**config.mk**
```make
export PLATFORM = sky130hd
export DESIGN_NAME = bit_deserializer
export DESIGN_NICKNAME = d
export VERILOG_FILES = /design/src/rtl/bit_shift_pkg.sv /design/src/rtl/beat_counter.sv /design/src/rtl/bit_deserializer.sv
export SDC_FILE = /design/constraint.sdc
export NUM_CORES = 1
export LEC_CHECK = 0
export ABC_AREA = 1
export ABC_CLOCK_PERIOD_IN_PS = 2700
export CAP_MARGIN = 20
export CELL_PAD_IN_SITES_DETAIL_PLACEMENT = 0
export CELL_PAD_IN_SITES_GLOBAL_PLACEMENT = 1
export CORE_MARGIN = 4
export CORE_UTILIZATION = 36
export CTS_CLUSTER_DIAMETER = 120
export DETAILED_ROUTE_END_ITERATION = 10
export GPL_TIMING_DRIVEN = 0
export PLACE_DENSITY_LB_ADDON = 0.1
export SLEW_MARGIN = 20
export SYNTH_ARGS = -nofsm -noshare
export SYNTH_HDL_FRONTEND = slang
export SYNTH_SLANG_ARGS = --single-unit
```
**constraint.sdc**
```tcl
create_clock -name clk -period 2.7 [get_ports clk]
set_clock_uncertainty 0.05 [all_clocks]
set_input_delay 0.54 -clock clk [delete_from_list [all_inputs] [get_ports clk]]
set_output_delay 0.54 -clock clk [all_outputs]
set_load 0.01 [all_outputs]
```
**src/rtl/bit_shift_pkg.sv**
```systemverilog
// Shared constants and helpers for the bit shifter / deserializer family.
package bit_shift_pkg;

   localparam string ARCH_BEHAVIORAL = "BEHAVIORAL";
   localparam string ARCH_VIRTEX5    = "VIRTEX5";
   localparam string ARCH_VIRTEX6    = "VIRTEX6";

   localparam int SHIFT_RIGHT = 1;
   localparam int SHIFT_LEFT  = 0;

   function automatic int clog2(input int value);
      int r;
      r = 0;
      while ((1 << r) < value) r = r + 1;
      return r;
   endfunction

endpackage

```
**src/rtl/beat_counter.sv**
```systemverilog
// Modulo-BEATS beat counter with sync-to-zero and terminal-count outputs.
module beat_counter
   import bit_shift_pkg::*;
#(
   parameter int BEATS = 4
) (
   input  logic clk,
   input  logic rst,
   input  logic i_step,
   input  logic i_sync,
   output logic o_tc,
   output logic o_last
);

   localparam int CW = (clog2(BEATS) < 1) ? 1 : clog2(BEATS);
   localparam logic [CW-1:0] LAST = CW'(BEATS - 1);

   logic [CW-1:0] r_count;
   logic [CW-1:0] w_base;
   logic [CW-1:0] w_next;

   // A sync beat counts as beat 0 regardless of the stored position.
   always_comb begin
      w_base = i_sync ? '0 : r_count;
      o_last = (w_base == LAST);
      w_next = r_count;
      if (i_step) w_next = o_last ? '0 : w_base + CW'(1);
   end

   assign o_tc = (r_count == LAST);

   always_ff @(posedge clk) begin
      if (rst) r_count <= '0;
      else     r_count <= w_next;
   end

endmodule

```
**src/rtl/bit_deserializer.sv**
```systemverilog
// Collects W/N narrow beats into one W-bit word on a valid/ready output.
module bit_deserializer
   import bit_shift_pkg::*;
#(
   parameter string BLOCK_NAME        = "bit_deserializer",
   parameter int    X                 = 0,
   parameter int    Y                 = 0,
   parameter int    DX                = 0,
   parameter int    DY                = 0,
   parameter string ARCHITECTURE      = "BEHAVIORAL",
   parameter int    OUTPUT_DATA_WIDTH = 8,
   parameter int    NUMBER_BITS       = 1,
   parameter int    SHIFT_DIRECTION   = 1
) (
   input  logic                         clk,
   input  logic                         rst,
   input  logic [NUMBER_BITS-1:0]       data_in,
   input  logic                         data_in_valid,
   input  logic                         data_in_sync,
   output logic                         data_in_ready,
   output logic [OUTPUT_DATA_WIDTH-1:0] data_out,
   output logic                         data_out_valid,
   input  logic                         data_out_ready
);

   localparam int W     = OUTPUT_DATA_WIDTH;
   localparam int N     = NUMBER_BITS;
   localparam int BEATS = W / N;

   if (N < 1 || N > W || (W % N) != 0) begin : g_bad_width
      $error("bit_deserializer: width must be a multiple of beat width");
   end
   if (ARCHITECTURE != ARCH_BEHAVIORAL && ARCHITECTURE != ARCH_VIRTEX5 &&
       ARCHITECTURE != ARCH_VIRTEX6) begin : g_bad_arch
      $error("bit_deserializer: unknown architecture");
   end
   if (BLOCK_NAME == "" || X < 0 || Y < 0 || DX < 0 || DY < 0) begin : g_bad_diag
      $error("bit_deserializer: bad diagram name or geometry");
   end

   logic [W-1:0] r_shreg;
   logic [W-1:0] r_data_out;
   logic         r_data_out_valid;
   logic [W-1:0] w_next;
   logic         w_accept;
   logic         w_tc;
   logic         w_last;

   // Only a final beat can collide with a held word, so only it stalls.
   assign data_in_ready = !w_tc || !r_data_out_valid || data_out_ready;
   assign w_accept      = data_in_valid && data_in_ready;

   beat_counter #(
      .BEATS (BEATS)
   ) u_beat_counter (
      .clk    (clk),
      .rst    (rst),
      .i_step (w_accept),
      .i_sync (w_accept && data_in_sync),
      .o_tc   (w_tc),
      .o_last (w_last)
   );

   if (BEATS == 1) begin : g_single
      assign w_next = data_in;
   end else if (SHIFT_DIRECTION == SHIFT_RIGHT) begin : g_right
      assign w_next = {data_in, r_shreg[W-1:N]};
   end else begin : g_left
      assign w_next = {r_shreg[W-N-1:0], data_in};
   end

   always_ff @(posedge clk) begin
      if (rst) begin
         r_shreg          <= '0;
         r_data_out       <= '0;
         r_data_out_valid <= 1'b0;
      end else begin
         if (w_accept) r_shreg <= w_next;
         if (w_accept && w_last) begin
            r_data_out       <= w_next;
            r_data_out_valid <= 1'b1;
         end else if (data_out_ready) begin
            r_data_out_valid <= 1'b0;
         end
      end
   end

   assign data_out       = r_data_out;
   assign data_out_valid = r_data_out_valid;

endmodule
```
==> impl_metrics.ini, run 1 <==
[synth]
syn-num-nets = 145
synthMuxAreaShare = 0
syn_avg_cell_area_um2 = 6.86
synth_area_leaders = dfxtp_1, inv_1, nor2_1
synthTopCellsByCount = inv_1, nor2_1, dfxtp_1
synth_enable_flop_cells = 0
synth_top_area_frac = 0.405
synth-compound-area-share = 0.0626
synth-simple-area-share = 0.333
ys_warn_count = 0
synth_cell_types = 18
seq_area_frac_synth = 0.405
synth.cell_area_um2 = 940
synthXorXnorAreaFrac = 0
yosysTopAreaCell = dfxtp_1
synth-seq-cells = 19
syn_inst = 137
synth_top_family_by_area = simple AND/OR/NAND/NOR gates
synthAdderAreaFrac = 0.0266
yosysMostFrequentCell = inv_1
async_flop_share = 0
yosys_most_used_dff = dfxtp_1

[cells_and_area]
diodes = 0
regArea_um2 = 380
nets = 166
final_area_um2 = 1170
fin_cells = 187
multi_input_area_um2 = 404
fillers = 263
syn2layout_area_growth_pct = 24.4
final_layout_size_suffix_gt1_frac = 0.146

[floorplan]
rows = 18
io_pins = 16
core_um2 = 2480
die_h_um = 59.1
die-area_um2 = 3490
die_w_um = 59.1
start_util = 0.379

[sta]
tightest_slew_ns = 0.434
hold_ws_ns = 0.455
slew_headroom = 0.711
final.setup.worst_slack_ns = 0.247
finalHoldViolations = 0
slew_viol_final = 0
setup_violations = 0
finalCriticalPeriod_ns = 2.45
fmax_ghz = 0.408
post-route-period-util = 0.909
rsz0062_at_grt = no

[clock_network]
cts_tree = built
cts_buffers = 3
clkSlewWorstSetupHoldPaths_ns = 0.10
htreeDepth = 1
clk_path_buf_depth = 2
hold_buffers = 0
clk_latency_ns = 0.30
clkSinkCount = 19
clockRootBuffer = clkbuf_4

[outcome]
run_status = finished clean

[place]
dp_cells = 182
place_hpwl_um = 1290
routabilityCongestion = 0.710
place_ws_ns = -0.251
place_area_um2 = 1130
port_buffers = 15

[grt]
antenna_found_initial = 0
grt_pass1_wl_um = 3020
grt_use_total = 0.112
grt_max_degree = 11
grt_pass1_vias = 731
grt-ovfl-total = 0

[worst_setup_path]
end_kind = primary output
critPathRequiredTime_ns = 2.11
cp_max_fo = 10
crit_path_start_kind = input port
path_class = input port to primary output
critPathArrivalTime_ns = 1.86
r2r_cells = 13

[routing]
final_antenna_net_count = 0
first_pass_iters = 4
via_per_inst = 4.35
num_vias = 813
wirelength_um = 1710
first_iter_violations = 18
route.detailed.drc = 0
wl_per_cell_um = 9.12

[job]
max-cap-violations = 0

[power]
vdd_drop_max_uv = 190
p_per_area_nw_per_um2 = 424
p_leak_nw = 0.554

[min_path]
hold_path_depth = 2
hp-class = flop to flop
layer usage:
metal  wire [um]  global-route usage  up-vias
met4          41              0.0680        0
li1            -                   -      446
met1         825               0.141      341
met2         750               0.177       21
met3          89              0.0196        5
met5           0                   0        -
stage by stage:
stage | util | TNS [ns] | power (mW)
floorplan | - | 0 | 0.337
global placement | 0.455 | -2.03 | 0.355
CTS | 0.466 | 0 | 0.502
global route | 0.472 | 0 | 0.523
finish | 0.472 | 0 | 0.495
detailed placement | 0.455 | -2.15 | 0.356
layout make-up:
type | count | area share
inverters | 37 | 0.119
clock buffers | 4 | 0.0225
repair buffers | 16 | 0.135
well taps | 30 | 0.0321
plain buffers | 4 | 0.0203
flip-flops and latches | 19 | 0.325
multi-input cells | 77 | 0.346
sequential cells by signal (all words and copies together), names as in the netlist:
| name | cells |
|---|---|
| data_out | 8 |
| r_shreg | 7 |
| u_beat_counter.r_count | 3 |
| data_out_valid | 1 |
critical path, cell delays in order:
cell and delay [ns]:
clkdlybuf4s50_1 0.50, nor2_4 0.07, nand2_2 0.07, buf_6 0.13, clkdlybuf4s50_1 0.54
where the power goes:
| part | leakage [nW] | switching (mW) | internal (mW) |
|---|---|---|---|
| clock | 0.0150 | 0.0864 | 0.0576 |
| combinational | 0.384 | 0.0307 | 0.0226 |
| sequential | 0.155 | 0.00740 | 0.291 |
| total | 0.554 | 0.125 | 0.371 |
logic make-up after synthesis:
kind of cell    count (synthesis)
simple gates                   64
buf+inv                        41
flops                          19
compound gates                 11
fa+ha+maj                       2
cell usage in the layout (no fill, tap or decap), types with 3 or more instances in the layout:
master           count
nand2_1             17
clkdlybuf4s50_1     15
nand2_2              9
o21ai_0              9
clkbuf_4             3
inv_1               33
nand4_1              8
dfxtp_1             19
inv_2                4
nor2_1              26
final timing paths:
check	startpoint	endpoint	slack [ns]
max	data_out_ready	data_in_ready	0.25
min	r_shreg[1]	r_shreg[1]	0.45
max reg2reg	u_beat_counter.r_count[0]	data_out[3]	0.67
min reg2reg	r_shreg[1]	r_shreg[1]	0.45
what timing repair did:
action	in CTS	in global routing
resized for setup	0	1
setup buffers	0	1
setup endpoints to repair	0	9
Power figures use the tool's default switching activity.
==> run 2: changes to the inputs <==
--- a/config.mk
+++ b/config.mk
@@ -10,13 +10,14 @@
 export CAP_MARGIN = 20
 export CELL_PAD_IN_SITES_DETAIL_PLACEMENT = 0
 export CELL_PAD_IN_SITES_GLOBAL_PLACEMENT = 1
-export CORE_MARGIN = 4
+export CORE_MARGIN = 3
 export CORE_UTILIZATION = 36
 export CTS_CLUSTER_DIAMETER = 120
 export DETAILED_ROUTE_END_ITERATION = 10
 export GPL_TIMING_DRIVEN = 0
 export PLACE_DENSITY_LB_ADDON = 0.1
-export SLEW_MARGIN = 20
+export SLEW_MARGIN = 30
 export SYNTH_ARGS = -nofsm -noshare
 export SYNTH_HDL_FRONTEND = slang
 export SYNTH_SLANG_ARGS = --single-unit
+export TNS_END_PERCENT = 1
==> run 2 against run 1 <==
Compared with the run above:
- count of clock-buffer cells in the layout unchanged
- non-clock buffer count unchanged
- setup slack about the same
- critical path depth unchanged
- total power about the same
- critical endpoint unchanged
- largest cell class unchanged
- largest power group unchanged
==> impl_metrics.ini, run 2 (same netlist as run 1, synthesis figures left out) <==
[min_path]
hp-class = flop to flop

[power]
p_per_area_nw_per_um2 = 425
p_leak_nw = 0.554
vdd_drop_max_uv = 281

[routing]
wirelength_um = 1750
first_pass_iters = 4
wl_per_cell_um = 9.43
num_vias = 813
route.detailed.drc = 0
first_iter_violations = 4
final_antenna_net_count = 0
via_per_inst = 4.39

[place]
place_hpwl_um = 1320
routabilityCongestion = 0.733
place_ws_ns = -0.286
port_buffers = 15

[worst_setup_path]
critPathArrivalTime_ns = 1.86
crit_family = buffers and inverters
slowest_delay_ns = 0.54
crit_top_cell = clkdlybuf4s50_1
cp_num_buf_inv = 3
cp_max_fo = 10
path_cells = clkdlybuf4s50_1 -> nor2_4 -> nand2_2 -> buf_6 -> clkdlybuf4s50_1
rrSetupSlack_ns = 0.62
end_kind = primary output
crit_path_start_kind = input port
critPathRequiredTime_ns = 2.11
slowest_stage = clkdlybuf4s50_1
path_class = input port to primary output

[sta]
slew_headroom = 0.702
tns_ns = 0
finalHoldViolations = 0
rsz0062_at_grt = no
finalCriticalPeriod_ns = 2.45
final.setup.worst_slack_ns = 0.247
setup_violations = 0
tightest_slew_ns = 0.448
slew_viol_final = 0
post-route-period-util = 0.909
fmax_ghz = 0.408
hold_ws_ns = 0.450

[grt]
gr-usage-met2 = 0.204
grt_use_total = 0.120
antenna_found_initial = 0
grt_pass1_wl_um = 3150
met1_usage = 0.145
grt_pass1_vias = 762
grt.met3_usage = 0.0226
grt_max_degree = 11
grt-ovfl-total = 0
grt-busiest-layer = met2

[cells_and_area]
final_cell_mix = inv_1, nor2_1, dfxtp_1
finish.utilization = 0.498
syn2layout_area_growth_pct = 24.1
nets = 166
final_common_cell = inv_1
final_layout_size_suffix_gt1_frac = 0.146
largest_reg_flops = 8
diodes = 0
fillers = 262

[clock_network]
cts_tree = built
clkSlewWorstSetupHoldPaths_ns = 0.10
clkSinkCount = 19
clk_latency_ns = 0.29
cts_buffers = 3
htreeDepth = 1
clk_path_buf_depth = 2
clockRootBuffer = clkbuf_4

[floorplan]
start_util = 0.402
die_h_um = 57.1
core_um2 = 2340
die_w_um = 57.1
die-area_um2 = 3260
rows = 17
io_pins = 16

[job]
max-cap-violations = 0

[outcome]
run_status = finished clean
-- run 2: cell counts in the layout (fill, tap and decap cells not counted) --
No cell type changed its count.
-- run 2: report_power, final --
group	switching, mW	leakage [nW]	internal, mW
Combinational	0.0306	0.384	0.0227
Clock	0.0868	0.0150	0.0574
Sequential	0.00714	0.155	0.291
Total	0.125	0.554	0.371
-- run 2: cell type report --
cell class | count | area (um2) | share of cell area
multi-input cells | 77 | 404 | 0.347
plain buffers | 4 | 23.8 | 0.0204
inverters | 37 | 139 | 0.119
flip-flops and latches | 19 | 380 | 0.326
clock buffers | 4 | 26.3 | 0.0225
well taps | 28 | 35.0 | 0.0300
repair buffers | 16 | 158 | 0.135
-- run 2: path summary, 6_finish.rpt --
path	cells past startpoint	to	startpoint
setup reg to reg	13	data_out[5]	u_beat_counter.r_count[0]
setup / recovery	5	data_in_ready	data_out_ready
hold reg to reg	2	r_shreg[1]	r_shreg[1]
hold / removal	2	r_shreg[1]	r_shreg[1]
-- run 2: through the flow --
step / instance area [um2] / power (mW) / instances
2_1_floorplan: 940 / 0.337 / 137
3_3_place_gp: 1120 / 0.355 / 180
3_5_place_dp: 1120 / 0.357 / 180
4_1_cts: 1150 / 0.505 / 184
5_1_grt: 1170 / 0.526 / 185
6_report: 1170 / 0.495 / 185
-- run 2: worst register-to-register path: stages, from the launching register on --
cell	delay, ns
dfxtp_1	0.41
nand2_2	0.08
nor2_4	0.12
a21oi_4	0.09
nand2_2	0.08
nand2_1	0.05
inv_1	0.05
ha_1	0.14
ha_1	0.15
buf_1	0.37
nand3_4	0.22
nand2_1	0.11
inv_1	0.04
nor2_1	0.09
-- run 2: per-layer routing --
| metal | wire length, um | up-vias |
|---|---|---|
| met5 | 0 | - |
| met4 | 11 | 0 |
| met3 | 56 | 2 |
| met2 | 830 | 9 |
| met1 | 847 | 361 |
| li1 | - | 441 |
-- run 2: repair_timing --
action                                  4_1_cts  5_1_grt
endpoints found under the setup margin        0        9
resized for setup                             0        1
hold buffers                                  0        0
setup buffers                                 0        1
==> run 3: changes to the inputs <==
--- a/config.mk
+++ b/config.mk
@@ -16,6 +16,7 @@
 export DETAILED_ROUTE_END_ITERATION = 10
 export GPL_TIMING_DRIVEN = 0
 export PLACE_DENSITY_LB_ADDON = 0.1
+export RECOVER_POWER = 50
 export SLEW_MARGIN = 30
 export SYNTH_ARGS = -nofsm -noshare
 export SYNTH_HDL_FRONTEND = slang
==> run 3 against run 2 <==
Compared with the run above:
- first-iteration DRC count did not move
- non-clock buffer count did not move
- global-route usage stayed put
- fmax unchanged
- combinational power is 2% lower
- sequential power is essentially flat
- final area shrank 0.32%
- final cell count unchanged
- flip-flop and latch count stayed put
- largest power group unchanged
- via count is 0.25% lower
- wire length fell by 0.11%
==> impl_metrics.ini, run 3 (same netlist as run 1, synthesis figures left out) <==
[outcome]
run_status = finished clean

[worst_setup_path]
crit_family = buffers and inverters
path_cells = clkdlybuf4s50_1 -> nor2_4 -> nand2_2 -> buf_6 -> clkdlybuf4s50_1
critPathRequiredTime_ns = 2.11
cp_num_buf_inv = 3
end_kind = primary output
cp_max_fo = 10
worst-path-stages = 5
path_class = input port to primary output
crit_path_start_kind = input port
slowest_delay_ns = 0.54
r2r_cells = 13
slowest_stage = clkdlybuf4s50_1
critPathArrivalTime_ns = 1.86
crit_top_cell = clkdlybuf4s50_1

[cells_and_area]
diodes = 0
nets = 166
final_layout_size_suffix_gt1_frac = 0.140
final_area_um2 = 1160
largest_reg_flops = 8
final_cell_mix = inv_1, nor2_1, dfxtp_1
final_common_cell = inv_1
syn2layout_area_growth_pct = 23.7
finish.utilization = 0.497

[clock_network]
clkSlewWorstSetupHoldPaths_ns = 0.10
clk_path_buf_depth = 2
clk_latency_ns = 0.29
cts_tree = built
cts_buffers = 3
hold_buffers = 0
htreeDepth = 1
clkSinkCount = 19
clockRootBuffer = clkbuf_4

[floorplan]
die_h_um = 57.1
rows = 17
io_pins = 16
die_w_um = 57.1
start_util = 0.402
core_um2 = 2340
die-area_um2 = 3260

[power]
p_sw_frac = 0.252
p_leak_nw = 0.572
vdd_drop_max_uv = 281
cell_internal_pwr_uw = 370
pwr-share-clk = 0.292
pwr-share-comb = 0.106
p_per_area_nw_per_um2 = 425
seq_power_share = 0.603
switchingPower_uw = 125

[sta]
tns_ns = 0
slew_viol_final = 0
slew_headroom = 0.702
tightest_slew_ns = 0.448
finalHoldViolations = 0
post-route-period-util = 0.909
finalCriticalPeriod_ns = 2.45
rsz0062_at_grt = no
fmax_ghz = 0.408
setup_violations = 0

[routing]
via_per_inst = 4.38
first_iter_violations = 4
wirelength_um = 1740
final_antenna_net_count = 0
num_vias = 811
first_pass_iters = 3
wl_per_cell_um = 9.42
route.detailed.drc = 0

[grt]
grt-ovfl-total = 0
grt_use_total = 0.120
antenna_found_initial = 0
grt_max_degree = 11
grt_pass1_vias = 762
grt_pass1_wl_um = 3150

[place]
place_hpwl_um = 1320
port_buffers = 15
place_area_um2 = 1120
routabilityCongestion = 0.733

[job]
max-cap-violations = 0

[min_path]
hp-class = flop to flop
hold_path_depth = 2
[run 3: cell types whose count changed in the layout (fill, tap and decap cells not counted), sizes merged]
cell,before,now
buf,4,3
dlygate4sd3,0,7
clkdlybuf4s50,15,8
clkbuf,5,6
[run 3: power groups by stage]
stage	clock network, mW	logic, mW	registers (mW)
finish	0.144	0.0522	0.298
CTS	0.155	0.0529	0.298
detailed placement	0	0.0525	0.304
global placement	0	0.0509	0.304
global route	0.164	0.0615	0.300
floorplan	0	0.0336	0.303
[run 3: metrics by stage]
step / std cells / power [mW] / setup slack (ns) / hold slack (ns)
after global placement: 180 / 0.355 / -0.249 / 0.419
after global routing: 185 / 0.525 / 0.0956 / 0.477
after detailed placement: 180 / 0.357 / -0.286 / 0.428
final: 185 / 0.494 / 0.247 / 0.450
after floorplan: 137 / 0.337 / 0.648 / 0.405
after CTS: 184 / 0.505 / 0.0376 / 0.451
[run 3: path summary, 6_finish.rpt]
path                                                start  slack (ns)             to
worst max-delay path                       data_out_ready        0.25  data_in_ready
worst min-delay path                           r_shreg[1]        0.45     r_shreg[1]
worst max register to register  u_beat_counter.r_count[0]        0.62    data_out[5]
worst min register to register                 r_shreg[1]        0.45     r_shreg[1]
[run 3: what timing repair did]
| action | CTS | global route |
|---|---|---|
| endpoints found under the setup margin | 0 | 9 |
| resized for setup | 0 | 1 |
| setup buffers | 0 | 1 |
[run 3: metal layers]
layer  global-route usage  part of all wire  vias up
li1                     -                 -      441
met4               0.0596            0.0063        0
met2                0.204              0.48        9
met1                0.145              0.49      359
met5                    0                 0        -
met3               0.0226             0.032        2
[run 3: final cells by class]
type | count | area (um2)
Buffer | 4 | 23.8
Clock buffer | 4 | 26.3
Fill cell | 263 | 1180
Inverter | 37 | 139
Multi-Input combinational cell | 77 | 404
Sequential cell | 19 | 380
Tap cell | 28 | 35.0
Timing Repair Buffer | 16 | 154
[run 3: worst register-to-register path, stage by stage, from the launching register on]
cell	delay (ns)
dfxtp_1	0.41
nand2_2	0.08
nor2_4	0.12
a21oi_4	0.09
nand2_2	0.08
nand2_1	0.05
inv_1	0.05
ha_1	0.14
ha_1	0.15
buf_1	0.37
nand3_4	0.22
nand2_1	0.11
inv_1	0.04
nor2_1	0.09
